--- src/rtl/fpdiv_round.sv ---
// fpdiv_round: two-stage binary32 round/pack stage for a Goldschmidt divide/sqrt core
module fpdiv_round (
  input  logic        clk,
  input  logic        reset,
  input  logic        in_valid,
  output logic        in_ready,
  input  logic        round_mode,
  input  logic [1:0]  op,
  input  logic        sign_in,
  input  logic [9:0]  exp_in,
  input  logic [25:0] qd,
  input  logic        r_sign,
  input  logic        r_zero,
  input  logic [1:0]  special,
  output logic        out_valid,
  input  logic        out_ready,
  output logic [31:0] result,
  output logic [2:0]  flags
);
  logic s2_adv, in_fire, sticky_r, hi;
  logic [25:0] q_adj;
  logic s1_v, s1_rm, s1_sign, s1_guard, s1_sticky;
  logic [1:0] s1_sp;
  logic [23:0] s1_mant;
  logic signed [10:0] s1_exp;
  logic inc, carry, ovf, unf;
  logic [22:0] frac;
  logic signed [10:0] exp_r;
  logic [31:0] res_n;
  logic [2:0] flg_n;
  assign s2_adv = !out_valid | out_ready;
  assign in_ready = !reset & (!s1_v | s2_adv);
  assign in_fire = in_valid & in_ready;
  assign q_adj = qd - {25'd0, r_sign};
  assign sticky_r = !r_zero | r_sign;
  assign hi = q_adj[25];
  always_ff @(posedge clk) begin
    if (reset) s1_v <= 1'b0;
    else if (in_fire) s1_v <= 1'b1;
    else if (s2_adv) s1_v <= 1'b0;
  end
  always_ff @(posedge clk) begin
    if (in_fire) begin
      s1_rm <= round_mode;
      s1_sign <= sign_in & !(op == 2'b01 && special != 2'b01);
      s1_sp <= special;
      s1_mant <= hi ? q_adj[25:2] : q_adj[24:1];
      s1_guard <= hi ? q_adj[1] : q_adj[0];
      s1_sticky <= hi ? (q_adj[0] | sticky_r) : sticky_r;
      s1_exp <= {exp_in[9], exp_in} - {10'd0, !hi};
    end
  end
  // a carry out of the 24-bit significand leaves the fraction field at zero
  assign inc = !s1_rm & s1_guard & (s1_sticky | s1_mant[0]);
  assign carry = inc & (&s1_mant);
  assign frac = s1_mant[22:0] + {22'd0, inc};
  assign exp_r = s1_exp + {10'd0, carry};
  assign ovf = exp_r >= 11'sd255;
  assign unf = exp_r <= 11'sd0;
  always_comb begin
    res_n = s1_sp == 2'b11 ? 32'h7FC00000 :
            s1_sp == 2'b10 ? {s1_sign, 31'h7F800000} :
            s1_sp == 2'b01 ? {s1_sign, 31'd0} :
            ovf ? {s1_sign, s1_rm ? 31'h7F7FFFFF : 31'h7F800000} :
            unf ? {s1_sign, 31'd0} : {s1_sign, exp_r[7:0], frac};
    flg_n = s1_sp != 2'b00 ? 3'b000 : ovf ? 3'b101 : unf ? 3'b011 : {2'b00, s1_guard | s1_sticky};
  end
  always_ff @(posedge clk) begin
    if (reset) begin
      out_valid <= 1'b0;
      result <= 32'd0;
      flags <= 3'd0;
    end else if (s2_adv) begin
      out_valid <= s1_v;
      if (s1_v) begin
        result <= res_n;
        flags <= flg_n;
      end
    end
  end
endmodule

--- config.mk ---
export PLATFORM = sky130hd
export DESIGN_NAME = fpdiv_round
export DESIGN_NICKNAME = d
export VERILOG_FILES = /design/src/rtl/fpdiv_round.sv
export SDC_FILE = /design/constraint.sdc
export NUM_CORES = 1
export LEC_CHECK = 0
export ABC_AREA = 1
export CAP_MARGIN = 40
export CORE_UTILIZATION = 45
export DETAILED_ROUTE_END_ITERATION = 12
export HOLD_SLACK_MARGIN = 0.1
export PLACE_DENSITY = 0.7
export SLEW_MARGIN = 30
export SYNTH_ARGS = -nofsm -noshare
export SYNTH_HDL_FRONTEND = slang
export SYNTH_SLANG_ARGS = --single-unit
--- constraint.sdc ---
create_clock -name clk -period 9.1 [get_ports clk]
set_input_delay 1.82 -clock clk [delete_from_list [all_inputs] [get_ports clk]]
set_output_delay 1.82 -clock clk [all_outputs]
set_load 0.05 [all_outputs]
Word level (Yosys, flattened, before mapping)
Cells that the tools add are included.
{"block": "totals", "output_inout_bits": 37, "ramBits": 0, "latchBits": 0, "wordCells": 61, "in_bits": 48, "rom_bits": 0, "ff_bits": 78, "n_memories": 0}
{"block": "op_classes", "n_shift": 0, "n_div": 0, "reduce_logical": 12, "n_eq_ne": 5, "mux": 14, "multipliers": 0, "order_cmp": 2, "addsub": 4, "bitwise_logic": 12}
{"op": "2-to-1 mux 31 bit", "n": 4}
{"op": "2-to-1 mux 32 bit", "n": 1}
{"op": "subtractor 26 x 1 -> 26 bit", "n": 1}
{"op": "2-to-1 mux 24 bit", "n": 1}
{"op": "AND reduction 24 bit", "n": 1}
{"op": "adder 23 x 1 -> 23 bit", "n": 1}
{"op": "2-to-1 mux 23 bit", "n": 1}
{"op": "adder 11 x 1 -> 11 bit", "n": 1}
{"op": "greater-or-equal comparator 11 x 9 -> 1 bit (second input constant)", "n": 1}
{"op": "less-or-equal comparator 11 x 1 -> 1 bit (second input constant)", "n": 1}
{"op": "subtractor 10 x 2 -> 11 bit", "n": 1}
{"op": "zero test 1 bit", "n": 7}
{"op": "AND 1 bit", "n": 6}
{"op": "2-to-1 mux 3 bit", "n": 2}
{"op": "OR 1 bit", "n": 6}
{"op": "== test 2 x 1 -> 1 bit (second input constant)", "n": 2}
{"op": "== test 2 bit (second input constant)", "n": 2}
{"op": "2-to-1 mux 1 bit", "n": 4}
{"op": "nonzero test 2 bit", "n": 2}
{"op": "2-to-1 mux 2 bit", "n": 1}
{"op": "!= test 2 x 1 -> 1 bit (second input constant)", "n": 1}
{"op": "AND reduction 2 bit", "n": 1}
{"op": "logical AND 1 bit", "n": 1}

Depth between registers and ports, before layout
{"block": "logic_depth", "depth_word": 11, "mapped_depth": 22, "depth_no_buf": 22}

Worst setup path after synthesis
Ideal clock, no wire load.
{"block": "synth_timing", "kind": "input -> register", "from": "in reset", "to": "reg s1_exp[0], enable pin", "t_required_ps": 8660, "setup_ps": 440, "arrival_ps": 3869, "path_stages": 4, "path_slack_ps": 4791, "path_buffers": 1, "cell_sequence": "clkbuf_1 > inv_1 > nand2_1 > nor2_1"}
{"block": "synth_via", "elab_chain_cells": 3}
{"element": "start: declaration", "line": "4", "source": "input logic reset,"}
{"element": "zero test 1 bit", "line": "32", "source": "assign in_ready = !reset & (!s1_v | s2_adv);"}
{"element": "AND 1 bit", "line": "32"}
{"element": "AND 1 bit", "line": "33", "source": "assign in_fire = in_valid & in_ready;"}
{"element": "named net in_fire", "line": "20", "source": "logic s2_adv, in_fire, sticky_r, hi;"}
{"element": "end signal: assignment", "line": "50", "source": "s1_exp <= {exp_in[9], exp_in} - {10'd0, !hi};"}
{"element": "end: declaration", "line": "25", "source": "logic signed [10:0] s1_exp;"}
The timed path passes the listed nets, and every way through them passes these cells.
A chain may end at the register's enable or synchronous reset.

Final worst setup path
{"block": "layout_timing", "from": "in reset", "to": "out in_ready"}
{"block": "layout_via", "elab_chain_cells": 2}
{"element": "zero test 1 bit", "line": "32"}
{"element": "AND 1 bit", "line": "32"}
{"element": "end: declaration", "line": "6", "source": "output logic in_ready,"}
Every way passes these cells.

==> qor.txt <==
status - completed
Die Area - 11240 sq um
Synth top area share - 25.28%
fin crit share - 59.37%
Core Footprint - 10420 sq um
Slew Limit Headroom - 59.18%
Finished Layout Cells - 896
CP endpoint kind - primary output
CTS tree - built
post-synth cell types - 37
Die Wd - 106.0 um
initial antenna violation count - 0
number of synthesis warnings - 0
clk_skew - 15.16 ps
DRT Pass-1 Iters - 5
H-tree depth - 3
sequential share of power - 49.1%
largest fanout on the critical path - 37
global-route wire length before repair - 19500 um
WL per Instance - 12.63 um
flop2flop setup slack - 5820 ps
Clk pin slew, worst setup/hold paths - 70 ps
Area after DPL - 5862 sq um
fraction of the yosys area taken by sequential cells - 40.48%
Net Sw Power - 211.2 uW
grt total ovfl - 0
Clock Path Buffers - 2
antenna-violating nets left - 0
hold path depth - 2
fin area - 6088 sq um
Setup Crit Path Kind - in -> out
Gate Count Post-Synth - 674
cts hold-fix bufs - 0
Final Hold Fails - 0
Hold EP - flags[1]
Reg2Reg Depth - 17
Setup Buffers After CTS - 0
Remaining DRCs - 0
Synth async-reset ratio - 0%
largest net degree at the start of global routing - 38
post-CTS sizing - 0
cell with the most instances after synthesis - nand2_1
I/O pin count - 85
multi-input logic area - 2489 sq um
Most used DFF post-synth - edfxtp_1
Global Route Usage Sum - 21.58%
reg-to-reg endpoint - result[29]
number of port buffers - 84
Synth Area per Inst - 7.227 sq um
die height - 106.0 um
final-stage net count - 811
fmax - 185.1 MHz
initial core utilization - 46.76%
Clk network pwr share - 34.8%
via count - 4446
final wirelength - 11310 um
post-layout min period - 5402 ps
HP Start - flags[1]
FP Rows - 37
RR Startpoint - s1_mant[7]
Final Wtd Congestion - 0.8980
# diodes - 0
Post-Place Cells - 880
iteration-0 DRC count of the detailed router - 229
Slew Viols, Final - 0
layout cells sized above 1 - 4.737%
Commonest cells post-synth - nand2_1, inv_1, nor2_1
# clock sinks - 78
number of global-route vias before repair - 4299
worst-skew pair later-pin latency - 360 ps
post-synth top area cell - edfxtp_1
Area Overhead vs Synth - 24.99%
CTS Root Cell - clkbuf_8
Area contributors post-synth - edfxtp_1, dfxtp_1, nand2_1, inv_1, nor2_1
Worst-Margin Slew - 610.2 ps
maximum capacitance violations - 0
Vias/cell - 4.962
Fill cells - 1017
data arrival time of the worst path - 3580 ps
Inserted Clock Buffers - 9
Power Internal - 600.0 uW
FF+latch count, synth - 78
Req. time, crit path - 7280 ps
setup TNS - 0 ps
Startpoint Class - input port
pwr dens - 133.2 nW/um^2
hpwl dp - 9254 um
number of synthesized flops with an enable pin - 41
Reg area - 1972 sq um
leakage power - 0.002434 uW
Setup violations, final - 0
RSZ-0062 raised after global routing - false
Comb pwr share - 16.1%
peak supply drop - 83.30 uV
Sw Ratio - 26.04%
Syn Nets - 730
cell area after synthesis - 4871 sq um
Hold Crit Class - reg -> reg
## metrics by stage
step | power (uW) | setup slack [ps] | hold WS, ps | utilization, %
after floorplan | 482.9 | 4791 | 450.6 | -
after global placement | 531.8 | 3706 | 453.2 | 55.72
after detailed placement | 537.1 | 3699 | 454.7 | 56.28
after CTS | 818.4 | 3690 | 465.9 | 58.45
after global routing | 852.6 | 3568 | 491.5 | 58.45
final | 811.2 | 3698 | 465.7 | 58.45
## cell families after synthesis
family / Yosys count / synth area share (%)
simple gates: 339 / 29.21
flops: 78 / 40.48
compound gates: 96 / 10.63
xor+xnor: 48 / 8.785
mux: 1 / 0.2055
buf+inv: 104 / 8.631
fa+ha+maj: 8 / 2.055
## cells in the final DEF, fill, tap and decap left out, types with 3 or more instances in the layout
master	netlist	layout
a21oi_1	43	43
nor3_1	19	19
o21ai_0	42	42
nor2_1	76	75
clkbuf_8	0	9
inv_1	84	84
xnor2_1	17	17
nand3_1	25	25
xor2_1	30	30
nand2_1	188	187
nor2_2	3	3
clkdlybuf4s50_1	0	84
ha_1	8	8
dfxtp_1	37	37
edfxtp_1	41	41
nand4_1	17	17
o21bai_1	6	6
nand2_2	3	4
## registers in the layout, indices dropped and copies added (netlist names)
name       flops
flags          3
s1_rm          1
s1_sign        1
s1_v           1
s1_exp        11
s1_mant       24
out_valid      1
s1_guard       1
s1_sticky      1
result        32
s1_sp          2
## critical path, stage by stage
cell	delay (ps)
clkdlybuf4s50_1	460
buf_4	330
inv_1	100
nand2_1	140
inv_1	50
clkdlybuf4s50_1	690
## layout make-up
cell class / instances / share of cell area (%)
timing repair buffer: 87 / 14.84
inverter: 87 / 5.384
clock inverter: 4 / 0.8015
tap: 136 / 2.795
multi-input combinational: 492 / 40.88
sequential: 78 / 32.39
clock buffer: 12 / 2.918
## layer usage
layer  global-route usage, %  part of all wire [%]  vias to the layer above
met4                   6.746                   1.2                        0
met3                   3.740                   5.0                       15
met5                       0                     0                        -
met2                   36.65                    47                      126
met1                   27.91                    47                     1964
li1                        -                     -                     2341
## how the worst max path moves through the flow
stage | end | depth (start not counted) | start
2_1_floorplan | s1_exp[0] | 4 | reset
3_3_place_gp | in_ready | 6 | reset
4_1_cts | in_ready | 6 | reset
5_1_grt | in_ready | 6 | reset
6_report | in_ready | 6 | reset
3_5_place_dp | in_ready | 6 | reset
## power by group through the flow
stage | combinational [uW] | clock, uW | sequential [uW]
detailed placement | 131 | 0 | 406
finish | 131 | 282 | 399
global placement | 126 | 0 | 406
floorplan | 64.2 | 0 | 419
CTS | 131 | 289 | 398
global route | 145 | 307 | 400
Power figures use the tool's default switching activity.
